**config.mk**
```make
export PLATFORM = sky130hd
export DESIGN_NAME = stack_op_sequencer_flat
export DESIGN_NICKNAME = d
export VERILOG_FILES = /design/src/rtl/stack_op_sequencer_if.sv /design/src/rtl/stack_op_sequencer.sv /design/src/flat_wrapper.sv
export SDC_FILE = /design/constraint.sdc
export NUM_CORES = 1
export LEC_CHECK = 0
export BUFFER_PORTS_ARGS = -buffer_cell sky130_fd_sc_hd__buf_2
export CAP_MARGIN = 20
export CORE_ASPECT_RATIO = 2
export CORE_MARGIN = 2
export CORE_UTILIZATION = 62
export CTS_CLUSTER_SIZE = 16
export DETAILED_ROUTE_END_ITERATION = 16
export HOLD_SLACK_MARGIN = 0.06
export PLACE_DENSITY = 0.86
export SLEW_MARGIN = 10
export SYNTH_ARGS = -nofsm -noshare
export SYNTH_HDL_FRONTEND = slang
export SYNTH_SLANG_ARGS = --single-unit
```
**constraint.sdc**
```tcl
create_clock -name CLK -period 5.1 [get_ports CLK]
set_clock_uncertainty 0.05 [all_clocks]
set_input_delay 0.765 -clock CLK [delete_from_list [all_inputs] [get_ports CLK]]
set_output_delay 0.765 -clock CLK [all_outputs]
set_load 0.01 [all_outputs]
```
**src/rtl/stack_op_sequencer_if.sv**
```systemverilog
// Command/stack bus for stack_op_sequencer.
// master : instruction-decoder / stack environment side (drives commands, returns a/b)
// slave  : the sequencer itself (accepts commands, drives stackOP/w and status)
interface stack_op_sequencer_if #(
  parameter int WIDTH = 16
);
  logic             cmd_valid;
  logic [2:0]       cmd_op;
  logic [WIDTH-1:0] cmd_data;
  logic             cmd_ready;
  logic [WIDTH-1:0] a;
  logic [WIDTH-1:0] b;
  logic [2:0]       stackOP;
  logic [WIDTH-1:0] w;
  logic [6:0]       depth;
  logic             err_under;
  logic             err_over;

  modport master (
    output cmd_valid, cmd_op, cmd_data, a, b,
    input  cmd_ready, stackOP, w, depth, err_under, err_over
  );

  modport slave (
    input  cmd_valid, cmd_op, cmd_data, a, b,
    output cmd_ready, stackOP, w, depth, err_under, err_over
  );
endinterface

```
**src/rtl/stack_op_sequencer.sv**
```systemverilog
// stack_op_sequencer: command-side initiator for register_stack.
// Accepts stack instructions on a valid/ready port, reads the top two entries
// (a, b) and drives stackOP/w. ROT is expanded into six primitive ops
// (pop, pop, pop, push, push, push). Tracks the live entry count in depth.
// Optional feature macro: STACK_SEQ_GUARD_EN
//   defined   : underflow/overflow commands are consumed but issue stackOP=0 and
//               pulse err_under/err_over for one cycle, depth unchanged.
//   undefined : every command executes as issued, err_* stay 0, depth saturates.
// All outputs are registered; the stack itself updates on the negedge between.
module stack_op_sequencer #(
  parameter int STACK_DEPTH = 64,
  parameter int WIDTH       = 16
) (
  input logic                  CLK,
  input logic                  reset,
  stack_op_sequencer_if.slave  bus
);

  // Command opcodes
  localparam logic [2:0] OP_NOP  = 3'd0;
  localparam logic [2:0] OP_PUSH = 3'd1;
  localparam logic [2:0] OP_DROP = 3'd2;
  localparam logic [2:0] OP_DUP  = 3'd3;
  localparam logic [2:0] OP_SWAP = 3'd4;
  localparam logic [2:0] OP_ADD  = 3'd5;
  localparam logic [2:0] OP_SUB  = 3'd6;
  localparam logic [2:0] OP_ROT  = 3'd7;

  // Primitive register_stack operations (pop-2 encoding 4 is never issued)
  localparam logic [2:0] SOP_HOLD    = 3'd0;
  localparam logic [2:0] SOP_PUSH    = 3'd1;
  localparam logic [2:0] SOP_POPREP  = 3'd2;
  localparam logic [2:0] SOP_POP     = 3'd3;
  localparam logic [2:0] SOP_SWAP    = 3'd5;

  localparam logic [6:0] DEPTH_MAX = 7'(STACK_DEPTH);

  typedef enum logic [2:0] {
    ST_IDLE = 3'd0,
    ST_R0   = 3'd1,
    ST_R1   = 3'd2,
    ST_R2   = 3'd3,
    ST_R3   = 3'd4,
    ST_R4   = 3'd5,
    ST_R5   = 3'd6
  } state_t;

  state_t           state_r;
  logic [2:0]       stack_op_r;
  logic [WIDTH-1:0] w_r;
  logic [6:0]       depth_r;
  logic             cmd_ready_r;
  logic             err_under_r;
  logic             err_over_r;
  logic [WIDTH-1:0] t0_r;
  logic [WIDTH-1:0] t1_r;
  logic [WIDTH-1:0] t2_r;

  logic             accept_s;
  logic [2:0]       dec_op_s;
  logic [WIDTH-1:0] dec_w_s;
  logic             grow_s;
  logic             shrink_s;
  logic [6:0]       depth_next_s;
  logic             rej_under_s;
  logic             rej_over_s;

`ifdef STACK_SEQ_GUARD_EN
  // Minimum live entries an opcode consumes before it can run
  function automatic logic [6:0] need_entries(input logic [2:0] op);
    logic [6:0] n;
    case (op)
      OP_DROP, OP_DUP:         n = 7'd1;
      OP_SWAP, OP_ADD, OP_SUB: n = 7'd2;
      OP_ROT:                  n = 7'd3;
      default:                 n = 7'd0;
    endcase
    return n;
  endfunction
`endif

  assign accept_s = bus.cmd_valid & cmd_ready_r;

  // Decode a single-cycle command into its primitive op, write data and depth effect
  always_comb begin
    dec_op_s = SOP_HOLD;
    dec_w_s  = '0;
    grow_s   = 1'b0;
    shrink_s = 1'b0;
    case (bus.cmd_op)
      OP_PUSH: begin
        dec_op_s = SOP_PUSH;
        dec_w_s  = bus.cmd_data;
        grow_s   = 1'b1;
      end
      OP_DROP: begin
        dec_op_s = SOP_POP;
        shrink_s = 1'b1;
      end
      OP_DUP: begin
        dec_op_s = SOP_PUSH;
        dec_w_s  = bus.a;
        grow_s   = 1'b1;
      end
      OP_SWAP: begin
        dec_op_s = SOP_SWAP;
      end
      OP_ADD: begin
        dec_op_s = SOP_POPREP;
        dec_w_s  = bus.a + bus.b;
        shrink_s = 1'b1;
      end
      OP_SUB: begin
        dec_op_s = SOP_POPREP;
        dec_w_s  = bus.b - bus.a;
        shrink_s = 1'b1;
      end
      OP_NOP, OP_ROT: begin
        dec_op_s = SOP_HOLD;
      end
      default: begin
        dec_op_s = SOP_HOLD;
      end
    endcase
  end

  // Saturating next depth for a single-cycle command
  always_comb begin
    depth_next_s = depth_r;
    if (grow_s) begin
      if (depth_r == DEPTH_MAX) begin
        depth_next_s = DEPTH_MAX;
      end else begin
        depth_next_s = depth_r + 7'd1;
      end
    end else if (shrink_s) begin
      if (depth_r == 7'd0) begin
        depth_next_s = 7'd0;
      end else begin
        depth_next_s = depth_r - 7'd1;
      end
    end else begin
      depth_next_s = depth_r;
    end
  end

  // Underflow/overflow rejection: only active when the guard is built in
  always_comb begin
`ifdef STACK_SEQ_GUARD_EN
    rej_under_s = (depth_r < need_entries(bus.cmd_op));
    rej_over_s  = grow_s && (depth_r == DEPTH_MAX);
`else
    rej_under_s = 1'b0;
    rej_over_s  = 1'b0;
`endif
  end

  // Sequencer FSM with registered stack command, handshake and status outputs
  always_ff @(posedge CLK or negedge reset) begin
    if (!reset) begin
      state_r     <= ST_IDLE;
      stack_op_r  <= SOP_HOLD;
      w_r         <= '0;
      depth_r     <= 7'd0;
      cmd_ready_r <= 1'b1;
      err_under_r <= 1'b0;
      err_over_r  <= 1'b0;
      t0_r        <= '0;
      t1_r        <= '0;
      t2_r        <= '0;
    end else begin
      err_under_r <= 1'b0;
      err_over_r  <= 1'b0;
      case (state_r)
        ST_IDLE: begin
          if (accept_s) begin
            if (rej_under_s) begin
              stack_op_r  <= SOP_HOLD;
              w_r         <= '0;
              err_under_r <= 1'b1;
            end else if (rej_over_s) begin
              stack_op_r <= SOP_HOLD;
              w_r        <= '0;
              err_over_r <= 1'b1;
            end else if (bus.cmd_op == OP_ROT) begin
              // First pop goes out now; x is captured before it leaves the stack
              state_r     <= ST_R0;
              stack_op_r  <= SOP_POP;
              w_r         <= '0;
              t0_r        <= bus.a;
              cmd_ready_r <= 1'b0;
            end else begin
              stack_op_r <= dec_op_s;
              w_r        <= dec_w_s;
              depth_r    <= depth_next_s;
            end
          end else begin
            stack_op_r <= SOP_HOLD;
            w_r        <= '0;
          end
        end
        ST_R0: begin
          state_r    <= ST_R1;
          stack_op_r <= SOP_POP;
          t1_r       <= bus.a;
        end
        ST_R1: begin
          state_r    <= ST_R2;
          stack_op_r <= SOP_POP;
          t2_r       <= bus.a;
        end
        ST_R2: begin
          state_r    <= ST_R3;
          stack_op_r <= SOP_PUSH;
          w_r        <= t1_r;
        end
        ST_R3: begin
          state_r    <= ST_R4;
          stack_op_r <= SOP_PUSH;
          w_r        <= t0_r;
        end
        ST_R4: begin
          state_r    <= ST_R5;
          stack_op_r <= SOP_PUSH;
          w_r        <= t2_r;
        end
        ST_R5: begin
          state_r     <= ST_IDLE;
          stack_op_r  <= SOP_HOLD;
          w_r         <= '0;
          cmd_ready_r <= 1'b1;
        end
        default: begin
          state_r     <= ST_IDLE;
          stack_op_r  <= SOP_HOLD;
          w_r         <= '0;
          cmd_ready_r <= 1'b1;
        end
      endcase
    end
  end

  assign bus.cmd_ready = cmd_ready_r;
  assign bus.stackOP   = stack_op_r;
  assign bus.w         = w_r;
  assign bus.depth     = depth_r;
  assign bus.err_under = err_under_r;
  assign bus.err_over  = err_over_r;

endmodule

```
**src/flat_wrapper.sv**
```systemverilog
// flat-port wrapper written by rule: the top's interface ports become plain ports
module stack_op_sequencer_flat 
#(
  parameter int STACK_DEPTH = 64,
  parameter int WIDTH       = 16
)
  (CLK, reset, bus_cmd_valid, bus_cmd_op, bus_cmd_data, bus_a, bus_b, bus_cmd_ready, bus_stackOP, bus_w, bus_depth, bus_err_under, bus_err_over);
  stack_op_sequencer_if #(.WIDTH(WIDTH)) bus_i ();
  input logic CLK;
  input logic reset;
  input wire logic [$bits(bus_i.cmd_valid)-1:0] bus_cmd_valid;
  input wire logic [$bits(bus_i.cmd_op)-1:0] bus_cmd_op;
  input wire logic [$bits(bus_i.cmd_data)-1:0] bus_cmd_data;
  input wire logic [$bits(bus_i.a)-1:0] bus_a;
  input wire logic [$bits(bus_i.b)-1:0] bus_b;
  output wire logic [$bits(bus_i.cmd_ready)-1:0] bus_cmd_ready;
  output wire logic [$bits(bus_i.stackOP)-1:0] bus_stackOP;
  output wire logic [$bits(bus_i.w)-1:0] bus_w;
  output wire logic [$bits(bus_i.depth)-1:0] bus_depth;
  output wire logic [$bits(bus_i.err_under)-1:0] bus_err_under;
  output wire logic [$bits(bus_i.err_over)-1:0] bus_err_over;
  assign bus_i.cmd_valid = bus_cmd_valid;
  assign bus_i.cmd_op = bus_cmd_op;
  assign bus_i.cmd_data = bus_cmd_data;
  assign bus_i.a = bus_a;
  assign bus_i.b = bus_b;
  assign bus_cmd_ready = bus_i.cmd_ready;
  assign bus_stackOP = bus_i.stackOP;
  assign bus_w = bus_i.w;
  assign bus_depth = bus_i.depth;
  assign bus_err_under = bus_i.err_under;
  assign bus_err_over = bus_i.err_over;
  stack_op_sequencer #(.STACK_DEPTH(STACK_DEPTH), .WIDTH(WIDTH)) u_core (.CLK(CLK), .reset(reset), .bus(bus_i));
endmodule
```
==> results.yml, run 1 <==
floorplan:
  initial_core_util_pct: 63.9
  die-area_mm2: 0.00934
  core_area_mm2: 0.00829
  io_pins: 83
  die_w_um: 69.4
  fp.dieH_um: 135
  num_rows: 47
synth:
  synth_top_family_by_area: "compound AO/OA/AOI/OAI gates"
  synthAdderAreaFrac_pct: 4.63
  netlist-cell-type-count: 71
  ys_ff_latch: 78
  synthesis.area_mm2: 0.00530
  synth_compound_area_share_pct: 19.2
  netlist_instances: 540
  synth-seq-area-share_pct: 36.9
  synth_top_area_share_pct: 36.4
  synthSimpleGateAreaFrac_pct: 13.2
  yosysWarnings: 0
  syn_area_per_cell_um2: 9.81
  synth.most_common_cell: "dfrtp_1"
  synthXorXnorAreaFrac_pct: 4.30
  ys_top_cells_by_area: "dfrtp_1 (36%), mux2_2 (11%), ha_1 (4.3%)"
  synth.area.mux_share_pct: 16.4
  ys_async_sr_fraction_pct: 100
  synth_top_cell_by_area: "dfrtp_1"
  synth_common_cells: "dfrtp_1 (77), mux2_2 (53), a21oi_1 (37), o21ai_0 (35), nand2_1 (29)"
  synth-edff-count: 0
  synth_flop_cell: "dfrtp_1"
timing:
  setup_slack_ns: 1.52
  setup_tns_ns: 0
  rsz0062_at_grt: "false"
  slew-limit-headroom_pct: 28.0
  slew_viol_final: 0
  min_period_over_period_pct: 70.1
  setup_viol: 0
  hold_slack_ns: 0.456
  hold_viol: 0
  clock.fmax_mhz: 280
  finalCriticalPeriod_ns: 3.58
  worst_slew_pin_slew_ns: 1.08
cells_and_area:
  drive_above_1_share_pct: 28.6
  antennaDiodeCount: 0
  layout-area-overhead-vs-synth_pct: 12.3
  num-fill-cells: 641
  fin_area_mm2: 0.00595
  fin_nets: 673
placement:
  place_ws_ns: 1.19
  place_area_mm2: 0.00564
  dp_hpwl_um: 11600
  port_buffers: 80
  place_congestion: 0.930
clocking:
  clockRootBuffer: "clkbuf_16"
  cts.reportedPaths.clkPinSlew_ns: 0.06
  cts_tree: "yes"
  cts.sinks: 78
  clk_path_buf_depth: 2
  numCtsBuffers: 9
  ctsHoldBuffers: 0
  cts_resized: 0
  htreeDepth: 3
  cts_setup_buffers: 0
  clk_latency_ns: 0.34
routing:
  wl_per_cell_um: 21.8
  ant_nets: 0
  detail_route.first_pass.iterations: 5
  drcViolationCount: 0
  via_count: 4638
  first_iter_violations: 317
  via_per_inst: 6.60
  routed_wl_um: 15300
power_and_ir_drop:
  power_frac_comb_pct: 17.0
  p_total_uw: 1540
  vdd_drop_max_mv: 0.227
  p_switching_uw: 427
  p_leak_uw: 0.00281
  p_seq_share_pct: 40.3
  p_int_uw: 1110
  clkPwrFrac_pct: 42.7
  sw_frac_of_total_pct: 27.8
  powerDensity_mw_per_mm2: 258
run_status:
  status: "finished clean"
global_routing:
  grt_use_total_pct: 33.6
  top_usage_layer: "met2"
  grt_max_degree: 79
  use_met2_pct: 64.5
  grt_use_met3_pct: 5.45
  grt_use_met1_pct: 33.2
  antenna_found_initial: 0
  grt_pass1_vias: 4705
  grt_remaining_overflow: 0
  grt_pass1_wl_um: 24100
setup_path:
  cp_top_family: "compound AO/OA/AOI/OAI gates"
  path_class: "in -> reg"
  worstPathCellList: "buf_2, nand2_1, nor2_1, a21oi_1, xnor2_1, ha_1, a211oi_1, o22ai_1, o31a_1, nor2_1, xor2_1, o21ai_0"
  path_buf_inv: 1
  crit_top_cell: "nor2_1"
  critPathLaunch: "bus_cmd_op[1]"
  slowest_delay_ns: 0.47
  worstPathRequired_ns: 5.26
  worstReg2RegStart: "u_core.state_r[0]"
  cp-start-kind: "primary input"
  cpMaxStageDelayCell: "buf_2"
  arrival_ns: 3.74
  worstPathMaxFanout: 24
  crit_path_end_kind: "flop"
worst_hold_path:
  hp-start: "u_core.t2_r[10]"
  hold_class: "reg -> reg"
run:
  maxCapViolations: 0
## state kept, by name (all words and copies together), names as in the netlist
name                  flops
u_core.t2_r              16
u_core.state_r            3
u_core.bus.w             16
u_core.bus.stackOP        3
u_core.bus.depth          7
u_core.bus.cmd_ready      1
u_core.t0_r              16
u_core.t1_r              16
## metrics by stage
| stage | util (%) | cells |
|---|---|---|
| 2_1_floorplan | - | 541 |
| 3_3_place_gp | 68.1 | 687 |
| 3_5_place_dp | 68.1 | 687 |
| 4_1_cts | 71.8 | 703 |
| 5_1_grt | 71.8 | 703 |
| 6_report | 71.8 | 703 |
## per-layer routing
| layer | wire length [um] | vias up | part of all wire [%] |
|---|---|---|---|
| met5 | 0 | - | 0 |
| met3 | 784 | 52 | 5.1 |
| li1 | - | 2107 | - |
| met4 | 889 | 0 | 5.8 |
| met1 | 5130 | 2260 | 34 |
| met2 | 8500 | 219 | 56 |
## layout make-up
type                    count  area [um2]  share of cell area [%]
clock buffers              10         239                    4.02
clock inverters             6        67.6                    1.14
inverters                  22        82.6                    1.39
multi-input cells         407        3070                    51.6
flip-flops and latches     78        1950                    32.8
well taps                  98         123                    2.06
repair buffers             82         418                    7.02
## power groups by stage
stage	sequential, uW	combinational (uW)	clock (uW)
after floorplan	630	165	0
after global placement	630	253	0
after detailed placement	630	257	0
after CTS	619	258	660
after global routing	619	284	681
final	619	261	656
## logic make-up after synthesis
logic type | count (synthesis)
buffers and inverters | 56
other | 1
AOI/OAI and AO/OA | 156
xor gates and xnor gates | 26
adders and majority gates | 19
muxes | 78
DFF | 78
and+or+nand+nor | 126
## path summary, 6_finish.rpt
check	endpoint	slack (ns)	cells after the start
worst max-delay path	u_core.bus.w[9]	1.52	12
worst min-delay path	u_core.t2_r[10]	0.46	1
worst max register to register	u_core.bus.w[0]	2.35	5
worst min register to register	u_core.t2_r[10]	0.46	1
max in group asynchronous	u_core.t2_r[8]	3.82	1
min in group asynchronous	u_core.t2_r[9]	0.53	1
## placed cells by master, fill, tap and decap left out, types with 3 or more instances in the layout
| master | netlist | layout |
|---|---|---|
| nor4_1 | 3 | 3 |
| nor2b_1 | 10 | 10 |
| dfrtp_1 | 77 | 77 |
| mux2i_1 | 21 | 21 |
| a211oi_1 | 3 | 3 |
| a222oi_1 | 3 | 3 |
| a211o_1 | 3 | 3 |
| inv_1 | 22 | 22 |
| nand3_1 | 13 | 13 |
| or2_2 | 3 | 3 |
| a31oi_1 | 4 | 4 |
| nand2b_1 | 7 | 7 |
| o21bai_1 | 3 | 3 |
| a21oi_1 | 37 | 37 |
| o21ai_1 | 6 | 6 |
| ha_1 | 18 | 18 |
| buf_2 | 11 | 79 |
| nand4_1 | 4 | 4 |
| or3_1 | 5 | 5 |
| mux2_4 | 4 | 4 |
| a21o_1 | 5 | 5 |
| o21ai_0 | 35 | 35 |
| nor3_1 | 9 | 9 |
| a311o_1 | 3 | 3 |
| o221ai_1 | 4 | 4 |
| a22oi_1 | 14 | 14 |
| nor2_1 | 25 | 25 |
| xnor2_1 | 17 | 17 |
| nand2_1 | 29 | 29 |
| xor2_1 | 9 | 9 |
| mux2_2 | 53 | 53 |
| clkbuf_16 | 0 | 9 |
| buf_4 | 5 | 3 |
| o22ai_1 | 19 | 19 |
(Power assumes the default switching activity.)
==> run 2: changes to the inputs <==
--- a/config.mk
+++ b/config.mk
@@ -5,15 +5,16 @@
 export SDC_FILE = /design/constraint.sdc
 export NUM_CORES = 1
 export LEC_CHECK = 0
+export ABC_AREA = 1
 export BUFFER_PORTS_ARGS = -buffer_cell sky130_fd_sc_hd__buf_2
 export CAP_MARGIN = 20
 export CORE_ASPECT_RATIO = 2
 export CORE_MARGIN = 2
-export CORE_UTILIZATION = 62
+export CORE_UTILIZATION = 52
 export CTS_CLUSTER_SIZE = 16
 export DETAILED_ROUTE_END_ITERATION = 16
 export HOLD_SLACK_MARGIN = 0.06
-export PLACE_DENSITY = 0.86
+export PLACE_DENSITY = 0.77
 export SLEW_MARGIN = 10
 export SYNTH_ARGS = -nofsm -noshare
 export SYNTH_HDL_FRONTEND = slang
==> constraint.sdc (replaced) <==
create_clock -name CLK -period 3.16 [get_ports CLK]
set_clock_uncertainty 0.05 [all_clocks]
set_input_delay 0.474 -clock CLK [delete_from_list [all_inputs] [get_ports CLK]]
set_output_delay 0.474 -clock CLK [all_outputs]
set_load 0.01 [all_outputs]
==> run 2 against run 1 <==
Compared with the run above: routed wire length decreased by 7.6%; critical path depth increased by 8; utilization fell by 8.7 points; highest routed layer unchanged.
==> results.yml, run 2 <==
run_status:
  status: "finished clean"
timing:
  worst_slew_pin_slew_ns: 0.960
  hold_slack_ns: 0.232
  rsz0062_at_grt: "false"
  finalCriticalPeriod_ns: 2.86
  clock.fmax_mhz: 350
  setup_viol: 0
  setup_tns_ns: 0
  min_period_over_period_pct: 90.4
  slew_viol_final: 0
  hold_viol: 0
  slew-limit-headroom_pct: 36.0
setup_path:
  slowest_delay_ns: 0.31
  path_class: "in -> reg"
  worstPathCellList: "buf_2, inv_1, ha_1, nand3_1, nor3_2, nand3_1, o31ai_4, xor2_1, inv_1, ha_1, a21oi_1, nand2_1, nand2_1, nand2_1, a21oi_1, nand3_1, nand3_1, nand2_1, nand2_1, nand3_1"
  worstPathMaxFanout: 3
  path_buf_inv: 3
  worstReg2RegStart: "u_core.bus.depth[0]"
  arrival_ns: 3.01
  worstPathRequired_ns: 3.31
  cp.depth: 20
  cpMaxStageDelayCell: "ha_1"
  cp_top_family: "simple AND/OR/NAND/NOR gates"
  worst-r2r-cell-count: 9
  crit_path_end_kind: "flop"
  cp-start-kind: "primary input"
  r2r_slack_ns: 1.18
  rr_endpoint: "u_core.bus.depth[1]"
global_routing:
  grt_remaining_overflow: 0
  grt_pass1_wl_um: 22800
  use_met2_pct: 50.5
  grt_use_met3_pct: 3.88
  top_usage_layer: "met2"
  antenna_found_initial: 0
  grt_use_total_pct: 28.3
  grt_max_degree: 79
  grt_pass1_vias: 4852
  grt_use_met1_pct: 32.1
placement:
  place_congestion: 0.927
  port_buffers: 80
  place_area_mm2: 0.00562
  dp_hpwl_um: 10700
routing:
  first_iter_violations: 426
  detail_route.first_pass.iterations: 7
  routed_wl_um: 14100
  wl_per_cell_um: 16.0
  ant_nets: 0
  via_count: 4955
  via_per_inst: 5.62
  drcViolationCount: 0
synth:
  ys_ff_latch: 78
  synth_common_cells: "nand2_1 (199), dfrtp_1 (77), inv_1 (75), o21ai_0 (49), nand3_1 (46)"
  synth_flop_cell: "dfrtp_1"
  synth_top_area_share_pct: 38.4
  synth-edff-count: 0
  synth_top_cell_by_area: "dfrtp_1"
  synth-seq-area-share_pct: 39.0
  netlist_instances: 679
  yosysWarnings: 0
  synth.most_common_cell: "nand2_1"
  ys_async_sr_fraction_pct: 100
  netlist-cell-type-count: 39
  ys_top_cells_by_area: "dfrtp_1 (38%), nand2_1 (15%), inv_1 (5.6%)"
  synthesis.area_mm2: 0.00501
  syn_area_per_cell_um2: 7.38
floorplan:
  initial_core_util_pct: 53.4
  die-area_mm2: 0.0105
  num_rows: 50
  core_area_mm2: 0.00938
  fp.dieH_um: 143
  die_w_um: 73.4
  io_pins: 83
cells_and_area:
  fin_nets: 847
  most-common-layout-cells: "nand2_1 (199), buf_2 (79), dfrtp_1 (77)"
  layout-area-overhead-vs-synth_pct: 18.0
  fin_area_mm2: 0.00592
  final_common_cell: "nand2_1"
  antennaDiodeCount: 0
  drive_above_1_share_pct: 19.2
clocking:
  cts_tree: "yes"
  clk_latency_ns: 0.33
  cts.reportedPaths.clkPinSlew_ns: 0.06
  numCtsBuffers: 9
  htreeDepth: 3
  clk_path_buf_depth: 2
  cts.sinks: 78
  clockRootBuffer: "clkbuf_16"
  cts_setup_buffers: 0
power_and_ir_drop:
  p_leak_uw: 0.00320
  powerDensity_mw_per_mm2: 412
  vdd_drop_max_mv: 0.294
run:
  maxCapViolations: 0
worst_hold_path:
  hold_class: "in -> async"
==> run 2: metal layers <==
metal  routed length, um  vias up
li1                    -     2411
met3                 727       43
met1                5290     2298
met2                7640      203
met5                   0        -
met4                 486        0
==> run 2: per-stage QoR <==
| step | worst slack, ns | utilization, % | total power, uW | std cells |
|---|---|---|---|---|
| final | 0.304 | 63.0 | 2440 | 882 |
| after CTS | 0.266 | 63.0 | 2430 | 882 |
| after floorplan | 0.370 | - | 1270 | 680 |
| after global placement | -0.0000682 | 59.9 | 1430 | 867 |
| after detailed placement | -0.0497 | 59.9 | 1430 | 867 |
| after global routing | 0.00293 | 63.0 | 2530 | 882 |
==> run 2: layout make-up <==
cell class	count	area, um2
Multi-Input combinational cell	497	2640
Inverter	84	315
Tap cell	104	130
Clock buffer	11	243
Fill cell	877	3470
Clock inverter	4	47.5
Timing Repair Buffer	104	583
Sequential cell	78	1950
==> run 2: repair_timing <==
action                                  CTS  global route
hold buffers                              0             0
endpoints found under the setup margin    0             1
gates resized for setup                   0             1
==> run 2: how the worst max path moves through the flow <==
stage | slack (ns) | from | to
after floorplan | 0.37 | bus_a[1] | u_core.bus.w[15]
after global placement | -0.00007 | bus_a[0] | u_core.bus.w[11]
after detailed placement | -0.05 | bus_a[0] | u_core.bus.w[15]
after CTS | 0.27 | bus_a[0] | u_core.bus.w[15]
after global routing | 0.003 | bus_a[0] | u_core.bus.w[15]
final | 0.30 | bus_a[0] | u_core.bus.w[15]
==> run 2: cells by family after synthesis <==
group | synth area share (%)
AO/OA/AOI/OAI | 17.3
XOR/XNOR | 4.02
adder cells (fa/ha/maj) | 4.89
buffers and inverters | 8.46
flip-flops | 39.0
other | 0.0748
AND/OR/NAND/NOR | 26.3
==> run 2: power breakdown <==
part,total [uW],internal (uW),switching [uW]
logic,422,157,265
clock network,1010,626,388
registers,999,999,0
total,2440,1780,653
==> run 3: changes to the inputs <==
--- a/config.mk
+++ b/config.mk
@@ -6,15 +6,16 @@
 export NUM_CORES = 1
 export LEC_CHECK = 0
 export ABC_AREA = 1
-export BUFFER_PORTS_ARGS = -buffer_cell sky130_fd_sc_hd__buf_2
+export BUFFER_PORTS_ARGS = -buffer_cell sky130_fd_sc_hd__buf_4
 export CAP_MARGIN = 20
 export CORE_ASPECT_RATIO = 2
 export CORE_MARGIN = 2
-export CORE_UTILIZATION = 52
+export CORE_UTILIZATION = 53
+export CTS_BUF_LIST = sky130_fd_sc_hd__clkbuf_4
 export CTS_CLUSTER_SIZE = 16
 export DETAILED_ROUTE_END_ITERATION = 16
 export HOLD_SLACK_MARGIN = 0.06
-export PLACE_DENSITY = 0.77
+export PLACE_DENSITY = 0.79
 export SLEW_MARGIN = 10
 export SYNTH_ARGS = -nofsm -noshare
 export SYNTH_HDL_FRONTEND = slang
==> run 3 against run 2 <==
Compared with the run above: critical path depth is the same; sequential power is essentially flat; die area decreased by 1.8%; sequential share of layout area increased by 0.070 points; clock power fell by 52%; largest cell class unchanged; largest power group is now registers.
==> results.yml, run 3 (synthesis results as in run 2) <==
clocking:
  clockRootBuffer: "clkbuf_4"
  cts_tree: "yes"
  clk_path_buf_depth: 2
  numCtsBuffers: 9
  cts_setup_buffers: 0
  ctsHoldBuffers: 0
  htreeDepth: 3
  cts.sinks: 78
  cts.reportedPaths.clkPinSlew_ns: 0.12
  clk_latency_ns: 0.43
  cts_resized: 0
power_and_ir_drop:
  powerDensity_mw_per_mm2: 326
  sw_frac_of_total_pct: 31.3
  clkPwrFrac_pct: 25.3
  p_int_uw: 1320
  p_leak_uw: 0.00316
  power_frac_comb_pct: 22.8
  vdd_drop_max_mv: 0.193
  p_switching_uw: 602
  p_seq_share_pct: 51.9
timing:
  hold_viol: 0
  clock.fmax_mhz: 347
  hold_slack_ns: 0.108
  min_period_over_period_pct: 91.2
  worst_slew_pin_slew_ns: 0.949
  rsz0062_at_grt: "false"
  slew_viol_final: 0
  setup_viol: 0
  setup_slack_ns: 0.279
  finalCriticalPeriod_ns: 2.88
  slew-limit-headroom_pct: 36.7
cells_and_area:
  fin_nets: 845
  layout-area-overhead-vs-synth_pct: 17.8
  final_common_cell: "nand2_1"
  final_util_pct: 63.8
  most-common-layout-cells: "nand2_1 (199), buf_4 (102), dfrtp_1 (77)"
  drive_above_1_share_pct: 18.7
routing:
  detail_route.first_pass.iterations: 5
  wl_met1_um: 5230
  via_per_inst: 5.57
  routed_wl_um: 14200
  ant_nets: 0
  dr_wl_met3_um: 592
  drcViolationCount: 0
  routed.top_layer: "met4"
  wl_met2_um: 7920
  first_iter_violations: 291
  via_count: 4903
  wl_per_cell_um: 16.1
floorplan:
  die-area_mm2: 0.0103
  fp.dieH_um: 142
  io_pins: 83
  core_area_mm2: 0.00926
  initial_core_util_pct: 54.1
  die_w_um: 72.8
  num_rows: 50
placement:
  place_congestion: 0.879
  dp_hpwl_um: 11000
  port_buffers: 80
  place_ws_ns: -0.116
run:
  maxCapViolations: 0
run_status:
  status: "finished clean"
global_routing:
  antenna_found_initial: 1
  grt_remaining_overflow: 0
  grt_pass1_vias: 5028
  grt_use_total_pct: 28.7
  grt_max_degree: 79
  grt_pass1_wl_um: 23000
setup_path:
  path_class: "in -> reg"
  worstPathMaxFanout: 3
  cp-start-kind: "primary input"
  crit_path_end_kind: "flop"
  worstPathRequired_ns: 3.42
  arrival_ns: 3.14
worst_hold_path:
  hold_class: "in -> async"
## run 3: cell count changes in the layout (fill, tap and decap cells not counted), moves of 2 or more
cell,before,now
clkbuf_16,9,0
clkinv_1,0,2
clkbuf_4,0,9
buf_2,79,0
buf_4,25,102
## run 3: path summary, 6_finish.rpt
kind                                      start  cells after the start                    to  slack (ns)
max in group asynchronous                 reset                      1        u_core.t1_r[2]        2.32
min in group CLK                      bus_a[12]                      3       u_core.t2_r[12]        0.26
max reg2reg                   u_core.state_r[1]                      5        u_core.t1_r[3]        0.92
max                                    bus_a[0]                     20      u_core.bus.w[13]        0.28
min                                       reset                      1       u_core.t2_r[15]        0.11
min reg2reg                u_core.bus.cmd_ready                      2  u_core.bus.cmd_ready        0.45
## run 3: worst max-delay path, cell delays in order
cell      delay (ns)
buf_4           0.11
inv_1           0.07
ha_1            0.17
nand3_1         0.12
nor3_2          0.18
nand3_1         0.17
o31ai_4         0.28
xor2_1          0.17
inv_1           0.06
ha_1            0.31
nand2_1         0.06
inv_1           0.08
nand3_1         0.14
nand3b_1        0.31
nand2_1         0.11
nand2_1         0.05
nand3_1         0.07
nand2_1         0.06
nand2_1         0.08
nand3_1         0.07
## run 3: layer usage
metal	track usage [%]	vias to the layer above
met4	13.4	0
met3	3.55	30
met5	0	-
met1	31.0	2299
li1	-	2401
met2	53.3	173
## run 3: power groups by stage
stage	clock network (uW)	registers, uW	logic, uW
after floorplan	0	1020	249
after global placement	0	1020	428
after detailed placement	0	1020	435
after CTS	491	998	437
after global routing	523	998	494
final	487	998	438
## run 3: area by class of cell
cell class / instances / area, um2
clock inverters: 6 / 30.0
inverters: 84 / 315
multi-input cells: 497 / 2640
diodes: 1 / 2.50
repair buffers: 102 / 766
clock buffers: 9 / 67.6
flip-flops and latches: 78 / 1950
well taps: 104 / 130
fillers: 831 / 3360
## run 3: metrics by stage
step	area (um2)	power, uW	instances	setup TNS (ns)
floorplan	5020	1270	680	0
global placement	5800	1450	865	-0.0693
detailed placement	5800	1450	865	-0.172
CTS	5900	1930	880	0
global route	5900	2020	881	0
finish	5900	1920	881	0
